===== src/rtl/npc_pkg.sv =====
// Shared types and constants for the NPC core front end.
package npc_pkg;

  localparam int          XLEN     = 32;
  localparam logic [31:0] RESET_PC = 32'h8000_0000;
  localparam logic [31:0] NOP_INST = 32'h0000_0013;  // addi x0, x0, 0

  typedef enum logic [1:0] {
    S_REQ  = 2'd0,
    S_WAIT = 2'd1,
    S_HOLD = 2'd2
  } ifu_state_t;

endpackage


===== src/rtl/ifu_pc_reg.sv =====
// Fetch PC register: a redirect wins over the sequential +4 step.
// Addition wraps modulo 2^XLEN.
module ifu_pc_reg
  import npc_pkg::*;
#(
  parameter int              W     = 32,
  parameter logic [W-1:0]    RST_PC = 32'h8000_0000
) (
  input  logic         clk,
  input  logic         rst,
  input  logic         redirect_valid,
  input  logic [W-1:0] redirect_pc,
  input  logic         inc,
  output logic [W-1:0] pc
);

  // Redirect target is word-aligned; low two bits are dropped.
  always_ff @(posedge clk or posedge rst) begin
    if (rst)                 pc <= RST_PC;
    else if (redirect_valid) pc <= {redirect_pc[W-1:2], 2'b00};
    else if (inc)            pc <= pc + W'(4);
  end

endmodule


===== src/rtl/ifu_fetch.sv =====
// Instruction fetch stage: one outstanding imem request, single-entry
// instruction buffer towards decode, redirect handling with stale-response
// discard.
// Optional feature: define IFU_RSP_BYPASS_EN to forward the memory response
// combinationally to decode in the response cycle.
module ifu_fetch
  import npc_pkg::*;
#(
  parameter int                 XLEN     = 32,
  parameter logic [XLEN-1:0]    RESET_PC = 32'h8000_0000
) (
  input  logic            clk,
  input  logic            rst,
  input  logic            redirect_valid,
  input  logic [XLEN-1:0] redirect_pc,
  output logic            imem_req_valid,
  input  logic            imem_req_ready,
  output logic [XLEN-1:0] imem_req_addr,
  input  logic            imem_rsp_valid,
  input  logic [31:0]     imem_rsp_data,
  output logic            inst_valid,
  input  logic            inst_ready,
  output logic [31:0]     inst,
  output logic [XLEN-1:0] inst_pc
);

  ifu_state_t      state;
  logic            discard_q;
  logic [31:0]     inst_q;
  logic [XLEN-1:0] pc;
  logic            req_fire;
  logic            bypass;
  logic            inc;

  assign req_fire = imem_req_valid & imem_req_ready;

`ifdef IFU_RSP_BYPASS_EN
  // Live response goes straight to decode unless it is stale or being killed.
  assign bypass = (state == S_WAIT) & imem_rsp_valid & ~discard_q & ~redirect_valid;
  assign inst   = bypass ? imem_rsp_data : inst_q;
`else
  assign bypass = 1'b0;
  assign inst   = inst_q;
`endif

  // A redirect in S_HOLD suppresses the transfer so the wrong-path word dies.
  assign inst_valid     = ((state == S_HOLD) & ~redirect_valid) | bypass;
  assign inc            = inst_valid & inst_ready;
  assign imem_req_valid = (state == S_REQ) & ~rst;
  assign imem_req_addr  = pc;
  assign inst_pc        = pc;

  ifu_pc_reg #(.W(XLEN), .RST_PC(RESET_PC)) u_pc (
    .clk            (clk),
    .rst            (rst),
    .redirect_valid (redirect_valid),
    .redirect_pc    (redirect_pc),
    .inc            (inc),
    .pc             (pc)
  );

  // Fetch sequencing, stale-response tracking and instruction capture.
  always_ff @(posedge clk or posedge rst) begin
    if (rst) begin
      state     <= S_REQ;
      discard_q <= 1'b0;
      inst_q    <= NOP_INST;
    end else begin
      case (state)
        S_REQ: begin
          if (req_fire) begin
            state <= S_WAIT;
            // Request left with the old PC; its response must be dropped.
            if (redirect_valid) discard_q <= 1'b1;
          end
        end
        S_WAIT: begin
          if (imem_rsp_valid) begin
            // The single outstanding response has drained either way.
            discard_q <= 1'b0;
            if (redirect_valid || discard_q) begin
              state <= S_REQ;
            end else if (inc) begin
              state <= S_REQ;
            end else begin
              inst_q <= imem_rsp_data;
              state  <= S_HOLD;
            end
          end else if (redirect_valid) begin
            discard_q <= 1'b1;
          end
        end
        S_HOLD: begin
          if (redirect_valid || inc) state <= S_REQ;
        end
        default: state <= S_REQ;
      endcase
    end
  end

endmodule


===== config.mk =====
export PLATFORM = sky130hd
export DESIGN_NAME = ifu_fetch
export DESIGN_NICKNAME = d
export VERILOG_FILES = /design/src/rtl/npc_pkg.sv /design/src/rtl/ifu_pc_reg.sv /design/src/rtl/ifu_fetch.sv
export SDC_FILE = /design/constraint.sdc
export NUM_CORES = 1
export LEC_CHECK = 0
export BUFFER_PORTS_ARGS = -buffer_cell sky130_fd_sc_hd__buf_2
export CORE_MARGIN = 5
export CORE_UTILIZATION = 45
export DETAILED_ROUTE_END_ITERATION = 6
export PLACE_DENSITY = 0.77
export SYNTH_ARGS = -nofsm -noshare
export SYNTH_HDL_FRONTEND = slang
export SYNTH_HIERARCHICAL = 1
export SYNTH_SLANG_ARGS = --single-unit

===== constraint.sdc =====
create_clock -name clk -period 2.68 [get_ports clk]
set_input_delay 0.134 -clock clk [delete_from_list [all_inputs] [get_ports clk]]
set_output_delay 0.134 -clock clk [all_outputs]
set_load 0.005 [all_outputs]

# Word level (Yosys, flattened, before mapping)
# Index checks and enable logic that the tools add are counted.
# W data, S select, Z words.
[word_totals] output_inout_bits=98 latch_bits=0 reg_bits=67 input_bits=70 elab_cells=38 mem_bits_ro=0 mem_bits_rw=0 memories=0
[classes] n_eq_ne=5 n_reduce_logical=8 div=0 shifts=0 n_addsub=1 multipliers=0 n_bitwise=8 muxes=12 n_lt_le_gt_ge=0
[op_table] op="$mux W32" n=2
[op_table] op="$add A32 B3 Y32 const B" n=1
[op_table] op="$mux W2" n=5
[op_table] op="$pmux W2 S3" n=1
[op_table] op="$and A1 B1 Y1" n=4
[op_table] op="$ne A2 B2 Y1 const B" n=2
[op_table] op="$not A1 Y1" n=4
[op_table] op="$reduce_and A4 Y1" n=1
[op_table] op="$reduce_bool A2 Y1" n=2
[op_table] op="$mux W1" n=3
[op_table] op="$reduce_and A3 Y1" n=1
[op_table] op="$eq A2 B1 Y1 const B" n=1
[op_table] op="$eq A2 B2 Y1 const B" n=1
[op_table] op="$logic_not A2 Y1" n=1
[op_table] op="$logic_or A1 B1 Y1" n=2
[op_table] op="$ne A2 B1 Y1 const B" n=1
[op_table] op="$pmux W1 S2" n=1
[op_table] op="$reduce_and A2 Y1" n=1

# Depth between registers and ports, before layout
# Gate-level depths: netlist (run 1).
[depth] word_depth=7 ltp_mapped=8 ltp_nobuf=6

# Hierarchy
# Netlist (run 1), hierarchy kept.
[by_module_without_submodules] mod="ifu_pc_reg" cells_per_inst=197 seq_area_each_um2=752.0 n_inst=1 area_each_um2=1789.2
[by_module_without_submodules] mod="ifu_fetch" cells_per_inst=120 seq_area_each_um2=879.6 n_inst=1 area_each_um2=1744.2

# Worst setup path after synthesis (run 1)
# OpenSTA, ideal clock, no wires.
[synth_timing] kind="register to register" startpoint="register state[1]" endpoint="register u_pc.pc[20]" arrival_time_ps=2112 setup_ps=69 n_path_buf=1 path_stages_with_launch=8 slack_ps=499 synth_period_minus_slack_ps=2181 required_time_ps=2611 path_cell_list="dfrtp_1 -> nor3b_1 -> and2_1 -> and4_2 -> nand4_4 -> buf_6 -> or4_1 -> nand3_1"
[synth_via] elab_chain_cells=4
[synth_rtl] element="start: declaration" line_no="ifu_fetch.sv:27" source="ifu_state_t state;"
[synth_rtl] element="start signal: assignment" line_no="ifu_fetch.sv:65" source="state <= S_REQ;"
[synth_rtl] element="start signal: assignment" line_no="ifu_fetch.sv:72" source="state <= S_WAIT;"
[synth_rtl] element="start signal: assignment" line_no="ifu_fetch.sv:82" source="state <= S_REQ;"
[synth_rtl] element="$eq A2 B2 Y1" line_no="ifu_fetch.sv:47" source="assign inst_valid = ((state == S_HOLD) & ~redirect_valid) | bypass;"
[synth_rtl] element="$and A1 B1 Y1" line_no="ifu_fetch.sv:47"
[synth_rtl] element="net inst_valid" line_no="ifu_fetch.sv:21" source="output logic inst_valid,"
[synth_rtl] element="$and A1 B1 Y1" line_no="ifu_fetch.sv:48" source="assign inc = inst_valid & inst_ready;"
[synth_rtl] element="net inc" line_no="ifu_fetch.sv:33" source="logic inc;"
[synth_rtl] element="$reduce_bool A2 Y1 (no source line)"
[synth_rtl] element="end signal: assignment" line_no="ifu_pc_reg.sv:20" source="else if (redirect_valid) pc <= {redirect_pc[W-1:2], 2'b00};"
[synth_rtl] element="end signal: assignment" line_no="ifu_pc_reg.sv:21" source="else if (inc) pc <= pc + W'(4);"
[synth_rtl] element="end: declaration" line_no="ifu_pc_reg.sv:14" source="output logic [W-1:0] pc"
# The timed path passes the listed nets, and every way through them passes these cells.
# A chain may end at the register's enable or synchronous reset.

# Worst setup path in the final report (run 1)
[layout_timing] startpoint="register state[1]" endpoint="register u_pc.pc[30]"
[layout_via] elab_chain_cells=4
[layout_rtl] element="$eq A2 B2 Y1" line_no="ifu_fetch.sv:47"
[layout_rtl] element="$and A1 B1 Y1" line_no="ifu_fetch.sv:47"
[layout_rtl] element="$and A1 B1 Y1" line_no="ifu_fetch.sv:48"
[layout_rtl] element="net inc" line_no="ifu_fetch.sv:33"
[layout_rtl] element="$reduce_bool A2 Y1 (no source line)"
# The timed path passes the listed nets, and every way through them passes these cells.

==> metrics, run 1 <==
power density of the placed cells ~760 nW/µm²; remaining routing DRC violations 0; Hold Vio Cnt, Final 0; via count of the first global-routing pass 2931; gp weighted congestion 0.784; outcome finished, final reports clean; Core Footprint 7690 µm²; average vias per placed instance 5.06; number of distinct library cells after synthesis 45; post-synthesis instance area 3530 µm²; worst vdd ir 0.384 mV; Syn Area/Cell around 11 µm²; dpl hpwl 6.38 mm; library cell used as clock root buffer sky130_fd_sc_hd__clkbuf_8; number of cells on the worst hold path 3; post-synth top area share 0.432; Gates resized, CTS repair 0; post-route core utilization 0.576; Crit Path Class reg -> reg; number of clock sinks seen by CTS 65; total count of max-transition violations in the final report 0; cell taking the most area after synthesis sky130_fd_sc_hd__dfrtp_1; routed wire length 8.62 mm; Synth Flop Type sky130_fd_sc_hd__dfrtp_1; H-tree lvl count 3; number of placed cells counting well taps 538; antenna cells 0; cells after synthesis 317; proportion of synthesized chip area in sequential cells 0.462; commonest non-fill, non-tap cell in the layout sky130_fd_sc_hd__buf_2; Worst slew margin 0.540; crit path DAT around 2.8 ns; aggregate negative setup slack 0 ns; non-filler instance count after layout 560; Max Buffers Root-to-Sink 2; width of the die 98.6 µm; maximum fanout encountered on the critical timing path 14; number of buffers added by the clock tree synthesis step 9; most frequent cells in the layout 161 x sky130_fd_sc_hd__buf_2, 61 x sky130_fd_sc_hd__dfrtp_1, 30 x sky130_fd_sc_hd__mux2_4; pin count of the biggest net entering global routing 43; achievable clock frequency 399 MHz; post-route clock period utilization 0.934; layout cell share with drive strength beyond 1 0.485; wire length per cell 15.4 µm; first-pass iteration count of the detailed router 5; crit end category flip-flop; Yosys warning count 6; CP required 2.92 ns; max-cap violations 0; RSZ-0062 raised after global routing no; share of synthesized registers carrying an async set or reset 1.00; Post CTS Setup Buffer Count 0; clock tree from TritonCTS done; site row count 32; post-route worst hold slack 0.0205 ns; Net count, final 524; Worst-Skew Late Latency 0.33 ns; Layout Area Growth over Synthesis 25.4%; height of the die slightly below 100 µm; number of enable flip-flop cells after synthesis 0; GR Util All Layers 0.178; number of top-level pins 168; leakage power ~2.1 nW; CP Launch Type flip-flop; dominant cells by area after synthesis sky130_fd_sc_hd__dfrtp_1 43%, sky130_fd_sc_hd__mux2_4 13%, sky130_fd_sc_hd__buf_4 7.2%; worst clock skew 0.0106 ns; total number of vias 2833; Worst Hold Class in -> reg; total power after layout 3.38 mW; Port-buffer cells around 160; actual slew at the worst max-slew pin 0.685 ns; first-iteration detailed-routing DRC count 130; wire length of the first global-routing pass between 10 and 15 mm; remaining global-route overflow 0; initial cell density of the core 0.460; Min Clock Period, post-route roughly 2.5 ns; number of register bits inferred by synthesis 65; total of endpoints with negative setup slack in the final report 0; clock transition at the register clock pins on the worst setup and hold paths after CTS 0.07 ns; remaining antenna violation count after routing 0; Total Die Area 9720 µm²; initial antenna violation count 0; cells on worst reg2reg path 6
-- area by class of cell --
class	count	area, µm²
Clock inverter	2	60.1
Inverter	6	22.5
Fill cell	690	3260
Timing Repair Buffer	172	903
Tap cell	102	128
Clock buffer	14	163
Multi-Input combinational cell	199	1520
Sequential cell	65	1630
-- sequential cells by signal (all words and copies together) (netlist names) --
signal	cells
inst	32
u_pc/pc	30
state	2
discard_q	1
-- power by group --
| part | total [mW] | internal, mW | switching (mW) |
|---|---|---|---|
| Combinational | 0.956 | 0.603 | 0.354 |
| Sequential | 1.49 | 1.29 | 0.204 |
| Clock | 0.931 | 0.577 | 0.354 |
| Total | 3.38 | 2.47 | 0.911 |
-- metrics by stage --
| step | setup slack (ns) | area (µm²) |
|---|---|---|
| floorplan | 0.499 | 3540 |
| global placement | 0.321 | 4150 |
| detailed placement | 0.233 | 4150 |
| CTS | 0.209 | 4430 |
| global route | 0.0539 | 4430 |
| finish | 0.176 | 4430 |
-- timing repair --
| item | 4_1_cts | 5_1_grt |
|---|---|---|
| endpoints found under the setup margin | 0 | 0 |
| hold buffers | 6 | 0 |
| hold endpoints to repair | 66 | 0 |
-- worst max-delay path, stage by stage, from the launching register on --
cell                      delay [ns]
sky130_fd_sc_hd__dfrtp_1        0.51
sky130_fd_sc_hd__nor3b_1        0.29
sky130_fd_sc_hd__and2_1         0.31
sky130_fd_sc_hd__and4_2         0.34
sky130_fd_sc_hd__nand4_4        0.23
sky130_fd_sc_hd__or4b_1         0.58
sky130_fd_sc_hd__a31oi_1        0.17
-- Yosys cell counts (3+ instances only) --
library cell and n:
sky130_fd_sc_hd__nand2_1 28, sky130_fd_sc_hd__mux2_4 30, sky130_fd_sc_hd__nand3_1 12, sky130_fd_sc_hd__clkbuf_1 6
sky130_fd_sc_hd__xor2_1 10, sky130_fd_sc_hd__and4_1 3, sky130_fd_sc_hd__or4_1 9, sky130_fd_sc_hd__or3_1 3
sky130_fd_sc_hd__o31ai_1 6, sky130_fd_sc_hd__o211ai_1 4, sky130_fd_sc_hd__xnor2_1 3, sky130_fd_sc_hd__dfrtp_1 61
sky130_fd_sc_hd__nand4_1 9, sky130_fd_sc_hd__a31oi_1 11, sky130_fd_sc_hd__and3_1 4, sky130_fd_sc_hd__buf_4 34
sky130_fd_sc_hd__buf_6 7, sky130_fd_sc_hd__nor2_1 16, sky130_fd_sc_hd__dfstp_2 4, sky130_fd_sc_hd__o21ai_0 19
sky130_fd_sc_hd__inv_1 5
-- cell families (layout without fill, tap and decap cells) --
group / count (synthesis) / after routing / synth area share
other cells: 1 / 2 / 0.00106
fa+ha+maj: 1 / 1 / 0.00354
buf+inv: 54 / 194 / 0.109
xor+xnor: 13 / 13 / 0.0322
compound gates: 45 / 45 / 0.0793
mux: 34 / 34 / 0.140
flops: 65 / 65 / 0.462
simple gates: 104 / 104 / 0.174
-- metal layers --
metal | track usage | share of wire | vias to the layer above
met1 | 0.218 | 0.41 | 1356
met5 | 0 | 0 | -
met3 | 0.0403 | 0.065 | 9
met2 | 0.305 | 0.51 | 94
li1 | - | - | 1374
met4 | 0.0662 | 0.016 | 0
-- path summary, 6_finish.rpt --
kind | start | to | slack (ns)
worst max-delay path | state[1] | u_pc/pc[30] | 0.18
worst min-delay path | redirect_pc[8] | u_pc/pc[8] | 0.02
worst max register to register | state[1] | u_pc/pc[30] | 0.18
worst min register to register | inst[16] | inst[16] | 0.51
max in group asynchronous | rst | inst[0] | 1.85
min in group asynchronous | rst | u_pc/pc[6] | 0.46
Note: power is estimated with default switching activity, not from simulation.
==> run 2: changes to the inputs <==
--- a/config.mk
+++ b/config.mk
@@ -5,11 +5,13 @@
 export SDC_FILE = /design/constraint.sdc
 export NUM_CORES = 1
 export LEC_CHECK = 0
+export ABC_AREA = 1
+export ABC_CLOCK_PERIOD_IN_PS = 2680
 export BUFFER_PORTS_ARGS = -buffer_cell sky130_fd_sc_hd__buf_2
 export CORE_MARGIN = 5
 export CORE_UTILIZATION = 45
 export DETAILED_ROUTE_END_ITERATION = 6
-export PLACE_DENSITY = 0.77
+export PLACE_DENSITY = 0.75
 export SYNTH_ARGS = -nofsm -noshare
 export SYNTH_HDL_FRONTEND = slang
 export SYNTH_HIERARCHICAL = 1
==> run 2 against run 1 <==
Against the previous run: synthesized cell count grew 57%; wire length is 15% higher; die area up 9.2%; critical endpoint is now u_pc/pc[17]; largest cell class is now multi-input gates.
==> metrics, run 2 <==
layout cell share with drive strength beyond 1 0.366 (-0.119); ordered cell list for the critical path inv_1 -> nand3_1 -> nor2_1 -> nand2_1 -> inv_1 -> buf_4 -> nand3_1 -> nand3_1; number of placed cells counting well taps 726 (+35%); wire length per cell 13.3 µm (-14%); Final Cell Area 4850 µm² (+9.5%); global-route layer with the greatest usage met2; clock group share of total power 0.308 (+0.032); Net count, final 706 (+35%); average vias per placed instance 4.84 (-4.3%); crit path DAT 2.24 ns (-0.51 ns); most used standard cells in the synthesized netlist 138 x sky130_fd_sc_hd__nand2_1, 64 x sky130_fd_sc_hd__inv_1, 61 x sky130_fd_sc_hd__dfrtp_1, 40 x sky130_fd_sc_hd__nand3_1, 34 x sky130_fd_sc_hd__buf_4; number of register bits inferred by synthesis 65 (unchanged); Yosys warning count 6 (unchanged); total number of vias 3623 (+28%); Gates resized, CTS repair 0 (unchanged); reported net switching power 1.07 mW (+17%); initial cell density of the core 0.454 (-0.00608); Layout Area Growth over Synthesis 24.4%; library cell used as clock root buffer sky130_fd_sc_hd__clkbuf_8; H-tree lvl count 3 (unchanged); CP required 2.97 ns (+0.05 ns); RSZ-0062 raised after global routing no; first-pass iteration count of the detailed router 4 (-1); Pint 2.33 mW (-5.4%); first-iteration detailed-routing DRC count 122 (-6.2%); aggregate negative setup slack 0 ns (unchanged); non-filler instance count after layout 748 (+34%); remaining global-route overflow 0 (unchanged); cell taking the most area after synthesis sky130_fd_sc_hd__dfrtp_1; delay of the slowest cell on the worst path 0.40 ns (-0.18 ns); Largest register FFs 32 (unchanged); power share of the sequential group 0.427 (-0.014); hold_sp redirect_pc[11]; Worst-Skew Late Latency 0.35 ns (+0.02 ns); clock tree from TritonCTS done; Max Buffers Root-to-Sink 2 (unchanged); outcome finished, final reports clean; met2 Use GR 0.327 (+0.0218); achievable clock frequency 514 MHz (+29%); cell with the most instances after synthesis sky130_fd_sc_hd__nand2_1; combinational cell fraction of total power 0.265 (-0.018); pin count of the biggest net entering global routing 66 (+53%); number of enable flip-flop cells after synthesis 0 (unchanged); crit end category flip-flop; startpoint of the worst-slack reg-to-reg timing path state[0]; FF-to-FF End u_pc/pc[17]; CP Launch Type flip-flop; Port-buffer cells 161 (unchanged); height of the die 103 µm (+4.5%); post-synthesis instance area 3900 µm² (+10%); max-cap violations 0 (unchanged); GR Util All Layers 0.189 (+0.0110); Core Footprint 8590 µm² (+12%); GRT met1 Usage 0.226 (+0.00825); Hold Vio Cnt, Final 0 (unchanged); number of clock sinks seen by CTS 65 (unchanged); most frequent cells in the layout 161 x sky130_fd_sc_hd__buf_2, 138 x sky130_fd_sc_hd__nand2_1, 64 x sky130_fd_sc_hd__inv_1; via count of the first global-routing pass 3426 (+17%); switching portion of total power 0.314 (+0.0446); most used cell, CP sky130_fd_sc_hd__nand3_1; routed wire length 9.92 mm (+15%); worst clock skew 0.00844 ns (-0.00221 ns); worst path bufs/invs 3 (+3); site row count 34 (+6.3%); number of distinct library cells after synthesis 28 (-38%); Synth Flop Type sky130_fd_sc_hd__dfrtp_1; placed cell areas 4540 µm² (+9.5%); Min Clock Period, post-route 1.94 ns (-0.559 ns); power density of the placed cells 701 nW/µm² (-8.0%); post-synth top area share 0.392 (-0.0404); Worst R2R Setup Slack 0.74 ns (+0.56 ns); total of endpoints with negative setup slack in the final report 0 (unchanged); cells after synthesis 498 (+57%); total count of max-transition violations in the final report 0 (unchanged); number of top-level pins 168 (unchanged); width of the die 103 µm (+4.5%); launch point of the critical path state[0]; share of synthesized registers carrying an async set or reset 1.00 (unchanged); maximum fanout encountered on the critical timing path 12 (-2); cell family contributing the most delay on the critical path simple AND/OR/NAND/NOR gates; remaining routing DRC violations 0 (unchanged); cells on worst reg2reg path 8 (+2); commonest non-fill, non-tap cell in the layout sky130_fd_sc_hd__buf_2; antenna cells 0 (unchanged); Endpoint, Worst Hold u_pc/pc[11]; post-route core utilization 0.564 (-0.0118); proportion of synthesized chip area in sequential cells 0.419 (-0.0431); Syn Area/Cell 7.83 µm² (-30%); dpl hpwl 7.59 mm (+19%); dominant cells by area after synthesis sky130_fd_sc_hd__dfrtp_1 39%, sky130_fd_sc_hd__nand2_1 13%, sky130_fd_sc_hd__buf_4 6.5%; met3 global-route usage 0.0501 (+0.00973); initial antenna violation count 0 (unchanged); wire length of the first global-routing pass 15.8 mm (+12%); number of cells on the worst hold path 3 (unchanged); worst vdd ir 0.460 mV (+20%); number of buffers added by the clock tree synthesis step 9 (unchanged); leakage power 2.61 nW (+22%); remaining antenna violation count after routing 0 (unchanged); clock transition at the register clock pins on the worst setup and hold paths after CTS 0.08 ns (about the same); Total Die Area 10600 µm² (+9.2%); Crit Path Class reg -> reg; Slowest-stage cell, CP sky130_fd_sc_hd__dfrtp_1; gp weighted congestion 0.850 (+8.5%); post-route clock period utilization 0.726 (-0.209); Worst Hold Class in -> reg
[run 2: kinds of logic after synthesis]
family	count (synthesis)	synth area share
simple gates	241	0.279
buf+inv	112	0.154
compound gates	72	0.131
flops	65	0.419
xor+xnor	6	0.0135
fa+ha+maj	1	0.00321
other cells	1	0.000962
[run 2: per-layer routing]
| metal | up-vias | share of wire |
|---|---|---|
| met1 | 1683 | 0.41 |
| met5 | - | 0 |
| met2 | 118 | 0.50 |
| met4 | 0 | 0.0099 |
| met3 | 10 | 0.084 |
| li1 | 1812 | - |
[run 2: area by class of cell]
cell class / count / area [µm²]
clock inverter: 7 / 125
timing repair buffer: 173 / 923
fill: 834 / 3740
inverter: 64 / 240
sequential: 65 / 1630
multi-input combinational: 322 / 1670
tap: 108 / 135
clock buffer: 9 / 124
[run 2: per-stage QoR]
stage / setup WS (ns) / total power [mW] / hold WS, ns
after detailed placement: 0.732 / 2.39 / 0.262
after global placement: 0.822 / 2.34 / 0.260
after floorplan: 1.29 / 1.98 / 0.224
after global routing: 0.502 / 3.63 / 0.00255
final: 0.735 / 3.40 / 0.00952
after CTS: 0.723 / 3.45 / 0.00503
[run 2: worst max-delay path by stage]
| stage | end | slack, ns | depth (start not counted) |
|---|---|---|---|
| final | u_pc/pc[17] | 0.74 | 8 |
| after global routing | u_pc/pc[22] | 0.50 | 8 |
| after CTS | u_pc/pc[17] | 0.72 | 8 |
| after detailed placement | u_pc/pc[17] | 0.73 | 8 |
| after global placement | u_pc/pc[17] | 0.82 | 8 |
| after floorplan | u_pc/pc[14] | 1.29 | 8 |
[run 2: power by group through the flow]
stage | clock network (mW) | registers [mW] | logic [mW]
floorplan | 0 | 1.48 | 0.501
global placement | 0 | 1.46 | 0.884
detailed placement | 0 | 1.47 | 0.916
CTS | 1.07 | 1.45 | 0.926
global route | 1.12 | 1.49 | 1.02
finish | 1.05 | 1.45 | 0.902
[run 2: worst min-delay path: stages]
cell,delay [ns]
sky130_fd_sc_hd__buf_2,0.07
sky130_fd_sc_hd__nand2_1,0.04
sky130_fd_sc_hd__nand3_1,0.07
[run 2: repair_timing]
action,4_1_cts,5_1_grt
setup buffers,0,0
hold endpoints to repair,66,0
hold buffers,6,0
==> run 3: changes to the inputs <==
--- a/config.mk
+++ b/config.mk
@@ -6,7 +6,7 @@
 export NUM_CORES = 1
 export LEC_CHECK = 0
 export ABC_AREA = 1
-export ABC_CLOCK_PERIOD_IN_PS = 2680
+export ABC_CLOCK_PERIOD_IN_PS = 1800
 export BUFFER_PORTS_ARGS = -buffer_cell sky130_fd_sc_hd__buf_2
 export CORE_MARGIN = 5
 export CORE_UTILIZATION = 45
==> constraint.sdc (replaced) <==
create_clock -name clk -period 1.8 [get_ports clk]
set_input_delay 0.09 -clock clk [delete_from_list [all_inputs] [get_ports clk]]
set_output_delay 0.09 -clock clk [all_outputs]
set_load 0.005 [all_outputs]
==> run 3 against run 2 <==
Against the previous run: design area increased by 10%; clock power grew 12%; first-iteration DRC count rose by 28%; power increased by 42%; cell count rose by 7.8%; global-route usage increased by 1.9 points; worst setup slack worse by 0.54 ns; non-clock buffer count is 58 higher.
==> metrics, run 3 (synthesized netlist as in run 2, its figures left out) <==
clock group share of total power 0.245 (-0.063); power density of the placed cells 899 nW/µm² (+28%); first-iteration detailed-routing DRC count 156 (+28%); width of the die 103 µm (unchanged); Total Die Area 10600 µm² (unchanged); combinational cell fraction of total power 0.303 (+0.038); Hold Vio Cnt, Final 0 (unchanged); number of buffers added by the clock tree synthesis step 9 (unchanged); total power after layout 4.82 mW (+42%); post-route clock period utilization 0.890 (+0.165); Port-buffer cells 161 (unchanged); commonest non-fill, non-tap cell in the layout sky130_fd_sc_hd__buf_2; number of clock sinks seen by CTS 65 (unchanged); height of the die 103 µm (unchanged); leakage power 2.81 nW (+7.7%); Max Buffers Root-to-Sink 2 (unchanged); power share of the sequential group 0.453 (+0.026); antenna cells 0 (unchanged); average vias per placed instance 4.72 (-2.5%); most frequent cells in the layout 161 x sky130_fd_sc_hd__buf_2, 138 x sky130_fd_sc_hd__nand2_1, 64 x sky130_fd_sc_hd__inv_1; achievable clock frequency 624 MHz (+21%); worst vdd ir 0.666 mV (+45%); initial cell density of the core 0.454 (unchanged); actual slew at the worst max-slew pin between 0.7 and 0.8 ns; PnR worst setup slack 0.197 ns (-0.538 ns); total count of max-transition violations in the final report 0 (unchanged); Net count, final 764 (+8.2%); Filler Cells Inserted 782 (-6.2%); clock transition at the register clock pins on the worst setup and hold paths after CTS 0.08 ns (about the same); remaining antenna violation count after routing 0 (unchanged); Layout Area Growth over Synthesis 37.4%; remaining routing DRC violations 0 (unchanged); maximum fanout encountered on the critical timing path 21 (+9); reported net switching power 1.68 mW (+57%); Crit Path Class reg -> reg; Worst slew margin 0.526; initial antenna violation count 0 (unchanged); Largest register FFs 32 (unchanged); total of endpoints with negative setup slack in the final report 0 (unchanged); layout cell share with drive strength beyond 1 0.338 (-0.0275); RSZ-0062 raised after global routing no; Worst R2R Setup Slack 0.20 ns (-0.54 ns); gp weighted congestion 0.826 (-2.8%); worst clock skew 0.0121 ns (+0.00370 ns); Post CTS Setup Buffer Count 0 (unchanged); crit end category flip-flop; wire length per cell 13.6 µm (+2.4%); dpl hpwl 7.59 mm (about the same); Worst Hold Class in -> reg; H-tree lvl count 3 (unchanged); crit path DAT 1.88 ns (-0.36 ns); clock tree from TritonCTS done; switching portion of total power 0.349 (+0.0342); Pint 3.14 mW (+35%); CP Launch Type flip-flop; GR Util All Layers 0.207 (+0.0188); Core Footprint 8590 µm² (unchanged); total number of vias 3805 (+5.0%); first-pass iteration count of the detailed router 4 (unchanged); Min Clock Period, post-route 1.60 ns (-0.342 ns); wire length of the first global-routing pass 17.3 mm (+9.6%); outcome finished, final reports clean; Setup Slack @ Placement -0.0867 ns (-0.819 ns); routed wire length 10.9 mm (+10%); site row count 34 (unchanged); CP required 2.08 ns (-0.89 ns); pin count of the biggest net entering global routing 66 (unchanged); number of top-level pins 168 (unchanged); remaining global-route overflow 0 (unchanged); library cell used as clock root buffer sky130_fd_sc_hd__clkbuf_8; max-cap violations 0 (unchanged); via count of the first global-routing pass 3707 (+8.2%); Worst-Skew Late Latency 0.35 ns (about the same)
## run 3: cell count changes in the layout (fill, tap and decap cells not counted), sizes merged
cell         change
inv              +3
buf              +1
bufinv           -3
dlygate4sd3     +57
clkinv           -2
clkinvlp         +2
## run 3: path summary, 6_finish.rpt
kind | startpoint | endpoint | depth (start not counted)
setup reg to reg | state[0] | u_pc/pc[15] | 9
setup / recovery | state[0] | u_pc/pc[15] | 9
hold reg to reg | inst[1] | inst[1] | 2
min in group asynchronous | rst | u_pc/pc[10] | 4
hold / removal | imem_rsp_data[24] | inst[24] | 3
max in group asynchronous | rst | inst[1] | 4
## run 3: final cells by class
| class | count | area, µm² | area share |
|---|---|---|---|
| clock inverter | 7 | 58.8 | 0.0110 |
| inverter | 64 | 240 | 0.0448 |
| sequential | 65 | 1630 | 0.305 |
| tap | 108 | 135 | 0.0252 |
| multi-input combinational | 322 | 1680 | 0.313 |
| timing repair buffer | 231 | 1490 | 0.278 |
| clock buffer | 9 | 124 | 0.0231 |
## run 3: what timing repair did
item	in CTS	in global routing
hold buffers	63	0
endpoints found under the setup margin	26	2
hold endpoints to repair	123	0
resized for setup	1	1
## run 3: power groups by stage
| stage | clock network [mW] | logic, mW | registers [mW] |
|---|---|---|---|
| after floorplan | 0 | 0.745 | 2.20 |
| after global placement | 0 | 1.31 | 2.17 |
| after detailed placement | 0 | 1.34 | 2.19 |
| after CTS | 1.21 | 1.45 | 2.17 |
| after global routing | 1.29 | 1.63 | 2.24 |
| final | 1.18 | 1.46 | 2.18 |
## run 3: worst max-delay path, cell delays in order, from the launching register on
cell                      delay, ns
sky130_fd_sc_hd__dfrtp_1       0.40
sky130_fd_sc_hd__inv_1         0.09
sky130_fd_sc_hd__nand3_1       0.12
sky130_fd_sc_hd__nor2_2        0.18
sky130_fd_sc_hd__buf_4         0.15
sky130_fd_sc_hd__nand2_1       0.06
sky130_fd_sc_hd__inv_1         0.06
sky130_fd_sc_hd__buf_4         0.24
sky130_fd_sc_hd__o21ai_0       0.12
sky130_fd_sc_hd__o21ai_1       0.13
## run 3: per-layer routing
layer,vias up,GRT usage,wire (µm)
li1,1930,-,-
met4,0,0.0827,242
met1,1708,0.254,4490
met2,148,0.357,5430
met5,-,0,0
met3,19,0.0426,780
## run 3: metrics by stage
stage	setup TNS, ns	cell area, µm²	std cells	util	hold slack, ns
global placement	0	4540	727	0.528	0.210
detailed placement	-0.470	4540	727	0.528	0.219
CTS	0	5350	806	0.623	0.00188
floorplan	0	3900	499	-	0.180
global route	0	5360	806	0.623	0.00981
finish	0	5360	806	0.623	0.0173
